<file path="config.mk">
export PLATFORM = sky130hd
export DESIGN_NAME = alu_mac_sequencer
export DESIGN_NICKNAME = d
export VERILOG_FILES = /design/src/rtl/alu_mac_sequencer.sv
export SDC_FILE = /design/constraint.sdc
export NUM_CORES = 1
export LEC_CHECK = 0
export BUFFER_PORTS_ARGS = -buffer_cell sky130_fd_sc_hd__buf_2
export CAP_MARGIN = 25
export CORE_AREA = 2 2 73 75
export DETAILED_ROUTE_END_ITERATION = 8
export DIE_AREA = 0 0 75 77
export GPL_ROUTABILITY_DRIVEN = 0
export PLACE_DENSITY_LB_ADDON = 0.25
export SYNTH_ARGS = -nofsm -noshare
export SYNTH_HDL_FRONTEND = slang
export SYNTH_SLANG_ARGS = --single-unit
export TNS_END_PERCENT = 1
</file>
<file path="constraint.sdc">
create_clock -name clk -period 1.8 [get_ports clk]
set_clock_uncertainty 0.15 [all_clocks]
set_input_delay 0.36 -clock clk [delete_from_list [all_inputs] [get_ports clk]]
set_output_delay 0.36 -clock clk [all_outputs]
set_load 0.03 [all_outputs]
</file>
<file path="src/rtl/alu_mac_sequencer.sv">
// alu_mac_sequencer: shift-add 8x8 unsigned MAC into a 16-bit accumulator through a shared 8-bit ALU.
// Define ALU_MAC_SAT_EN to saturate the accumulator at 16'hFFFF on overflow instead of wrapping.
module alu_mac_sequencer #(
  parameter logic [3:0] OP_ADD  = 4'd0,
  parameter logic [3:0] OP_ADC  = 4'd1,
  parameter logic [3:0] OP_IDLE = 4'd4
) (
  input  logic        clk,
  input  logic        rst_n,
  input  logic        start,
  input  logic        clr_acc,
  input  logic [7:0]  x_in,
  input  logic [7:0]  c_in,
  output logic        ready,
  output logic        done,
  output logic [15:0] acc_out,
  output logic        ovf,
  output logic [7:0]  alu_a,
  output logic [7:0]  alu_b,
  output logic [3:0]  alu_op,
  output logic        alu_cin,
  input  logic [7:0]  alu_out,
  input  logic        alu_cout,
  input  logic        alu_zero
);
  localparam logic [2:0] S_IDLE   = 3'd0;
  localparam logic [2:0] S_SCAN   = 3'd1;
  localparam logic [2:0] S_ADD_LO = 3'd2;
  localparam logic [2:0] S_ADD_HI = 3'd3;
  localparam logic [2:0] S_DONE   = 3'd4;
  logic [2:0]  state_q, state_d;
  logic [15:0] acc_q, acc_d, mc_q, mc_d;
  logic [7:0]  c_q, c_d;
  logic        carry_q, carry_d, ovf_q, ovf_d;
  logic        unused_zero;
  assign unused_zero = alu_zero;
  always_comb begin
    state_d = state_q;
    acc_d   = acc_q;
    mc_d    = mc_q;
    c_d     = c_q;
    carry_d = carry_q;
    ovf_d   = ovf_q;
    alu_op  = OP_IDLE;
    alu_a   = 8'h00;
    alu_b   = 8'h00;
    alu_cin = 1'b0;
    case (state_q)
      S_IDLE: if (start) begin
        mc_d    = {8'h00, x_in};
        c_d     = c_in;
        acc_d   = clr_acc ? 16'h0000 : acc_q;
        ovf_d   = clr_acc ? 1'b0 : ovf_q;
        state_d = S_SCAN;
      end
      S_SCAN: begin
        state_d = (c_q == 8'h00) ? S_DONE : (c_q[0] ? S_ADD_LO : S_SCAN);
        mc_d    = (c_q != 8'h00 && !c_q[0]) ? mc_q << 1 : mc_q;
        c_d     = (c_q != 8'h00 && !c_q[0]) ? c_q >> 1 : c_q;
      end
      S_ADD_LO: begin
        alu_op     = OP_ADD;
        alu_a      = acc_q[7:0];
        alu_b      = mc_q[7:0];
        acc_d[7:0] = alu_out;
        carry_d    = alu_cout;
        state_d    = S_ADD_HI;
      end
      S_ADD_HI: begin
        alu_op      = OP_ADC;
        alu_a       = acc_q[15:8];
        alu_b       = mc_q[15:8];
        alu_cin     = carry_q;
        acc_d[15:8] = alu_out;
        ovf_d       = ovf_q | alu_cout;
`ifdef ALU_MAC_SAT_EN
        acc_d       = alu_cout ? 16'hFFFF : acc_d;
`endif
        mc_d        = mc_q << 1;
        c_d         = c_q >> 1;
        state_d     = S_SCAN;
      end
      default: state_d = S_IDLE;
    endcase
  end
  always_ff @(posedge clk or negedge rst_n) begin
    if (!rst_n) begin
      state_q <= S_IDLE;
      acc_q   <= 16'h0000;
      mc_q    <= 16'h0000;
      c_q     <= 8'h00;
      carry_q <= 1'b0;
      ovf_q   <= 1'b0;
    end else begin
      state_q <= state_d;
      acc_q   <= acc_d;
      mc_q    <= mc_d;
      c_q     <= c_d;
      carry_q <= carry_d;
      ovf_q   <= ovf_d;
    end
  end
  assign ready   = state_q == S_IDLE;
  assign done    = state_q == S_DONE;
  assign acc_out = acc_q;
  assign ovf     = ovf_q;
endmodule

</file>
# Yosys cells after proc, flatten, opt, wreduce, memory -nomap -nowiden
# Cells that the tools add are included.
[totals] register_bits=45 latchBits=0 ramBits=0 romBits=0 input_bits=30 output_inout_bits=40 memories=0
[op_classes] addsub=0 mul=0 div_mod_pow=0 magnitude_cmp=0 n_eq_ne=7 n_shift=0 mux=21 bitwise=1 reduce_logical=11
[op_table] cell="$mux W16" count=4
[op_table] cell="$pmux W8 S2" count=4
[op_table] cell="$pmux W16 S3" count=1
[op_table] cell="$pmux W8 S3" count=1
[op_table] cell="$mux W8" count=2
[op_table] cell="$pmux W3 S4" count=1
[op_table] cell="$reduce_and A3 Y1" count=3
[op_table] cell="$logic_not A8 Y1" count=1
[op_table] cell="$reduce_bool A8 Y1" count=1
[op_table] cell="$eq A3 B2 Y1 const B" count=2
[op_table] cell="$mux W3" count=2
[op_table] cell="$ne A2 B2 Y1 const B" count=3
[op_table] cell="$pmux W3 S2" count=1
[op_table] cell="$reduce_bool A2 Y1" count=2
[op_table] cell="$eq A3 B1 Y1 const B" count=1
[op_table] cell="$eq A3 B3 Y1 const B" count=1
[op_table] cell="$logic_not A3 Y1" count=1
[op_table] cell="$mux W1" count=3
[op_table] cell="$reduce_bool A3 Y1" count=1
[op_table] cell="$mux W2" count=1
[op_table] cell="$pmux W1 S2" count=1
[op_table] cell="$logic_and A1 B1 Y1" count=1
[op_table] cell="$logic_not A1 Y1" count=1
[op_table] cell="$or A1 B1 Y1" count=1

# Depth between registers and ports, before layout
# Gate-level depths: netlist (run 1).
[depth] depth_word=4 depth_mapped=7 ltp_nobuf=4

# Worst setup path before layout (run 1)
# OpenSTA, ideal clock, no wires.
[synth_timing] path_kind="flip-flop to output port" startpoint="register state_q[2]" endpoint="output alu_a[0]" t_arrival_ns=1.727 required_ns=1.290 setup_slack_ns=-0.437 stages_incl_launch_ff=8 n_path_buf=4 path_cell_list="dfrtp_1 -> buf_2 -> nor2b_1 -> buf_2 -> and2_0 -> clkbuf_1 -> buf_2 -> a22o_1"
[synth_via] elab_chain_len=2 word_cells_on_any_way=3 cone_classes="eq/ne (2); mux (1)"
[synth_rtl] item="start: declaration" line_no="31" text="logic [2:0] state_q, state_d;"
[synth_rtl] item="start signal: assignment" line_no="95" text="state_q <= state_d;"
[synth_rtl] item="$eq A3 B2 Y1" line_no="48" text="case (state_q)"
[synth_rtl] item="$pmux W8 S2 (*)" line_no="48"
[synth_rtl] item="end: declaration" line_no="18" text="output logic [7:0] alu_a,"
# Every way passes the cells marked *; elsewhere a longest branch is shown, timed or not.

# Final worst setup path (run 1)
[layout_timing] startpoint="register state_q[0]" endpoint="output alu_b[1]"
[layout_via] elab_chain_len=2 word_cells_on_any_way=3 cone_classes="eq/ne (2); mux (1)"
[layout_rtl] item="$eq A3 B2 Y1" line_no="48"
[layout_rtl] item="$pmux W8 S2 (*)" line_no="48"
[layout_rtl] item="end: declaration" line_no="19" text="output logic [7:0] alu_b,"
# Marked as above.

==> summary.md, run 1 <==
| Metric | Value |
|---|---|
| Synth warnings | `0` |
| Synth cell types | `35` |
| Ports placed on the boundary | `70` |
| Hold crit path type | `input port to register` |
| Starting Density | `0.437` |
| DR vias | `1957` |
| Avg Inst Size Synth | `10.3 µm²` |
| Initial antenna violation count | `0` |
| Root Driver | `clkbuf_8` |
| Overall Power | `6360 µW` |
| CP Data Required Time | `1290 ps` |
| Register area | `0.00113 mm²` |
| Iter 0 DRT Violations | `60` |
| CP arrival | `1530 ps` |
| # diodes | `0` |
| Sequential cell fraction of total power | `0.297` |
| Sequential-to-total area share from yosys stat | `0.517` |
| WL per Instance | `14.5 µm` |
| Slew Viols, Final | `0` |
| Internal power | `3500 µW` |
| Final Worst Setup Slack | `-237 ps` |
| Core Rows | `26` |
| Outcome | `finished, violations left` |
| Overall routed net length | `5310 µm` |
| NetSw | `2860 µW` |
| Pre-CTS setup slack | `-32.8 ps` |
| Share of cells above drive strength 1 | `0.458` |
| Synth Register Bits | `45` |
| Clock buffer depth | `2` |
| TritonCTS clock tree | `done` |
| Cell area after layout | `0.00316 mm²` |
| Core box area | `0.00498 mm²` |
| Max Clk Rate | `491 MHz` |
| Ys async rst share | `1.00` |
| DRT Pass-1 Iters | `4` |
| Clk_lat worst skew | `300 ps` |
| Crit Path Max Fanout | `8` |
| First-pass GRT wire length | `8410 µm` |
| Mapped Cells | `211` |
| Clk sinks | `45` |
| Worst-path clk slew | `90 ps` |
| GRT Total Usage | `0.185` |
| Die width | `75 µm` |
| Gr ovfl total | `0` |
| Failing checks | `setup timing` |
| Area Overhead vs Synth | `45.2%` |
| Largest net degree at the start of global routing | `19` |
| Crit end category | `output port` |
| # setup viols final | `44` |
| H-tree Lvls | `2` |
| Clock power frac | `0.097` |
| Area of the multi-input gates | `0.00109 mm²` |
| Number of global-route vias before repair | `1789` |
| Final net count | `326` |
| Final min period | `2040 ps` |
| Synthesized cell area | `0.00218 mm²` |
| Worst Path Class, Setup | `register to output port` |
| Sw Share | `0.450` |
| Most frequent cells in the layout | `buf_2 (47), dfrtp_1 (43), nand2_1 (30), buf_6 (23), buf_4 (23)` |
| EDFF count, synth | `0` |
| PD cells | `2010 mW/mm²` |
| CTS buffer count | `5` |
| Commonest non-fill, non-tap cell in the layout | `buf_2` |
| Fillers | `445` |
| Number of routed nets with antenna violations | `0` |
| Static Leak | `0.00157 µW` |
| Max VDD drop | `0.000887 V` |
| Die height | `77 µm` |
| DRC Markers | `0` |
| Final Cycle Share | `1.13` |
| Placed Area | `0.00282 mm²` |
| RSZ-0062 raised after global routing | `yes` |
| Vias per std cell | `5.33` |
| Total die area | `0.00578 mm²` |
| Main synth FF type | `dfrtp_1` |
| Nature of the critical path startpoint | `register` |
| Port buffer count | `66` |
| Logic pwr share | `0.606` |
| Max Cap Violations | `0` |
| Detailed Place HPWL | `3640 µm` |
| Hold Violations, Final | `0` |
## stage by stage
stage / TNS (ps) / utilization / hold WS, ps / instances
after CTS: -7130 / 0.631 / 131 / 367
after detailed placement: -547 / 0.566 / 150 / 350
after global routing: -9510 / 0.635 / 135 / 367
after floorplan: -3110 / - / -85.6 / 212
final: -6550 / 0.635 / 150 / 367
after global placement: -371 / 0.566 / 151 / 350
## final timing paths
| path | start | end | slack, ps | depth (start not counted) |
|---|---|---|---|---|
| worst max register to register | state_q[0] | mc_q[0] | -150 | 6 |
| worst min-delay path | alu_out[5] | acc_out[13] | 150 | 2 |
| min in group asynchronous | rst_n | acc_out[10] | 360 | 2 |
| worst max-delay path | state_q[0] | alu_b[1] | -240 | 5 |
| max in group asynchronous | rst_n | mc_q[0] | 570 | 3 |
| worst min register to register | c_q[0] | state_q[2] | 320 | 1 |
## worst max-delay path, cell delays in order, from the launching register on
cell	delay (ps)
dfrtp_2	410
buf_6	120
nor3b_4	250
buf_6	200
a22o_4	130
buf_6	120
## power groups by stage
stage / registers [µW] / clock network, µW / logic [µW]
final: 1890 / 617 / 3850
after global routing: 1950 / 681 / 4140
after CTS: 1890 / 642 / 3840
after detailed placement: 1910 / 0 / 3350
after global placement: 1910 / 0 / 3300
after floorplan: 2150 / 0 / 2340
## synth_stat cells, drive strengths merged (2+ instances only)
| library cell | number | area share |
|---|---|---|
| nor3 | 3 | 0.0069 |
| nor2 | 3 | 0.0052 |
| o21ai | 3 | 0.012 |
| a21oi | 18 | 0.041 |
| nand3 | 11 | 0.025 |
| buf | 13 | 0.045 |
| o2bb2ai | 8 | 0.032 |
| nand2 | 31 | 0.055 |
| a31oi | 14 | 0.040 |
| dfrtp | 45 | 0.52 |
| nor2b | 2 | 0.0057 |
| a22o | 32 | 0.13 |
| and2 | 3 | 0.0098 |
| inv | 3 | 0.0052 |
| nand2b | 2 | 0.0057 |
| clkbuf | 8 | 0.014 |
## metal layers
layer | up-vias | GRT usage | share of wire | wire length [µm]
li1 | 946 | - | - | -
met1 | 942 | 0.256 | 0.46 | 2440
met2 | 64 | 0.292 | 0.47 | 2520
met3 | 5 | 0.0447 | 0.058 | 306
met4 | 0 | 0.0375 | 0.0075 | 40
met5 | - | 0 | 0 | 0
## kinds of logic (layout without fill, tap and decap cells)
family                 count (synthesis)  count (layout)  synth area share
buffers and inverters                 24             109            0.0644
and+or+nand+nor                       62              62             0.144
DFF                                   45              45             0.517
muxes                                  2               2           0.00977
other                                  1               2           0.00172
AOI/OAI and AO/OA                     77              77             0.263
## registers in the layout, summed over array words and instances (netlist names)
| register | count |
|---|---|
| acc_out | 16 |
| mc_q | 16 |
| ovf | 1 |
| carry_q | 1 |
| c_q | 8 |
| state_q | 3 |
## cell type report
type,instances,share of cell area
Multi-Input combinational cell,143,0.344
Tap cell,70,0.0277
Inverter,3,0.00356
Timing Repair Buffer,98,0.240
Clock buffer,5,0.0218
Clock inverter,3,0.00554
Sequential cell,45,0.357
## timing repair
item	CTS	global route
endpoints found under the hold margin	16	0
hold buffers	1	0
pin swaps	17	3
setup buffers	7	0
resized for setup	48	6
gates cloned	1	0
endpoints found under the setup margin	40	55
(Power assumes the default switching activity.)
==> run 2: changes to the inputs <==
--- a/config.mk
+++ b/config.mk
@@ -12,6 +12,7 @@
 export DIE_AREA = 0 0 75 77
 export GPL_ROUTABILITY_DRIVEN = 0
 export PLACE_DENSITY_LB_ADDON = 0.25
+export SETUP_SLACK_MARGIN = 0.15
 export SYNTH_ARGS = -nofsm -noshare
 export SYNTH_HDL_FRONTEND = slang
 export SYNTH_SLANG_ARGS = --single-unit
==> run 2 against run 1 <==
  * The flow still finishes with violations (setup timing)
  * Setup slack is essentially flat
  * Worst hold slack improved by 1.7 ps
  * Combinational power up 1%
  * Die area is the same
  * Core utilization increased by 0.43 points
  * Cell count stayed put
  * Clock power about the same
  * Via count decreased by 0.41%
  * Non-clock buffer count did not move
==> summary.md, run 2 (same netlist as run 1, synthesis figures left out) <==
| Metric | Value |
|---|---|
| # diodes | `0` |
| Static Leak | `0.00158 µW` |
| GRT Total Usage | `0.185` |
| CP arrival | `1530 ps` |
| RSZ-0062 raised after global routing | `yes` |
| Placed Area | `0.00282 mm²` |
| Final Cycle Share | `1.13` |
| Clk_lat worst skew | `300 ps` |
| Number of routed nets with antenna violations | `0` |
| Die width | `75 µm` |
| CTS buffer count | `5` |
| PD cells | `2010 mW/mm²` |
| Failing checks | `setup timing` |
| Fillers | `445` |
| WL per Instance | `14.5 µm` |
| Cell area after layout | `0.00318 mm²` |
| Share of cells above drive strength 1 | `0.465` |
| Nature of the critical path startpoint | `register` |
| Crit end category | `output port` |
| Overall routed net length | `5320 µm` |
| Final min period | `2040 ps` |
| CP Data Required Time | `1290 ps` |
| Max Clk Rate | `491 MHz` |
| Slew Viols, Final | `0` |
| Gr ovfl total | `0` |
| Port buffer count | `66` |
| Commonest non-fill, non-tap cell in the layout | `buf_2` |
| DR vias | `1949` |
| Core box area | `0.00498 mm²` |
| Setup TNS | `-6540 ps` |
| First-pass GRT wire length | `8420 µm` |
| Ports placed on the boundary | `70` |
| Die height | `77 µm` |
| Hold crit path type | `input port to register` |
| TritonCTS clock tree | `done` |
| DRT Pass-1 Iters | `4` |
| Area Overhead vs Synth | `46.2%` |
| Final Worst Setup Slack | `-238 ps` |
| Clk sinks | `45` |
| Initial antenna violation count | `0` |
| Filler-free cell count of the finished design | `367` |
| Most frequent cells in the layout | `buf_2 (46), dfrtp_1 (43), nand2_1 (30), buf_6 (24), buf_4 (23)` |
| Worst Path Class, Setup | `register to output port` |
| Iter 0 DRT Violations | `68` |
| Number of global-route vias before repair | `1791` |
| H-tree Lvls | `2` |
| Total die area | `0.00578 mm²` |
| Detailed Place HPWL | `3640 µm` |
| Max Cap Violations | `0` |
| Hold Violations, Final | `0` |
| Core Rows | `26` |
| Final net count | `326` |
| Clock buffer depth | `2` |
| Max VDD drop | `0.000887 V` |
| Starting Density | `0.437` |
| Largest net degree at the start of global routing | `19` |
| Vias per std cell | `5.31` |
| Overall Power | `6400 µW` |
| Crit Path Max Fanout | `8` |
| Inst Count DP | `350` |
| Worst-path clk slew | `90 ps` |
| # setup viols final | `44` |
| DRC Markers | `0` |
| Root Driver | `clkbuf_8` |
| Outcome | `finished, violations left` |
-- run 2: cell counts in the layout (fill, tap and decap cells not counted) --
Identical to the previous run, type by type.
-- run 2: path summary, 6_finish.rpt --
path | from | to | slack [ps] | cells after the start
setup / recovery | state_q[0] | alu_b[1] | -240 | 5
hold / removal | alu_out[5] | acc_out[5] | 150 | 2
setup reg to reg | state_q[0] | mc_q[0] | -160 | 6
hold reg to reg | c_q[0] | state_q[2] | 320 | 1
max in group asynchronous | rst_n | mc_q[0] | 570 | 3
min in group asynchronous | rst_n | acc_out[0] | 360 | 2
-- run 2: what timing repair did --
action	4_1_cts	5_1_grt
setup endpoints to repair	45	62
endpoints found under the hold margin	16	0
resized for setup	53	7
buffers inserted	7	0
pin swaps	19	15
hold buffers	1	0
gates cloned	1	0
-- run 2: worst max-delay path, cell delays in order (launching register included) --
cell     delay [ps]
dfrtp_2         410
buf_6           120
nor3b_4         250
buf_6           200
a22o_4          130
buf_6           120
-- run 2: per-layer routing --
layer / vias up / global-route usage / wire length [µm] / share of wire
met4: 0 / 0.0375 / 40 / 0.0075
met2: 69 / 0.293 / 2540 / 0.48
met5: - / 0 / 0 / 0
met1: 924 / 0.256 / 2410 / 0.45
met3: 5 / 0.0447 / 322 / 0.061
li1: 951 / - / - / -
-- run 2: layout make-up --
cell class | count | area, µm² | share of cell area
clock buffer | 5 | 68.8 | 0.0216
clock inverter | 3 | 17.5 | 0.00550
inverter | 3 | 11.3 | 0.00354
multi-input combinational | 143 | 1100 | 0.347
sequential | 45 | 1130 | 0.355
tap | 70 | 87.6 | 0.0275
timing repair buffer | 98 | 766 | 0.241
-- run 2: stage by stage --
stage,hold slack (ps),setup slack (ps),utilization
floorplan,-85.6,-175,-
CTS,131,-255,0.635
finish,152,-238,0.640
global route,135,-303,0.640
detailed placement,150,-32.8,0.566
global placement,151,-30.7,0.566
-- run 2: report_power, final --
group | total, µW | switching, µW | internal, µW
logic | 3890 | 2110 | 1780
clock network | 614 | 346 | 268
registers | 1890 | 415 | 1480
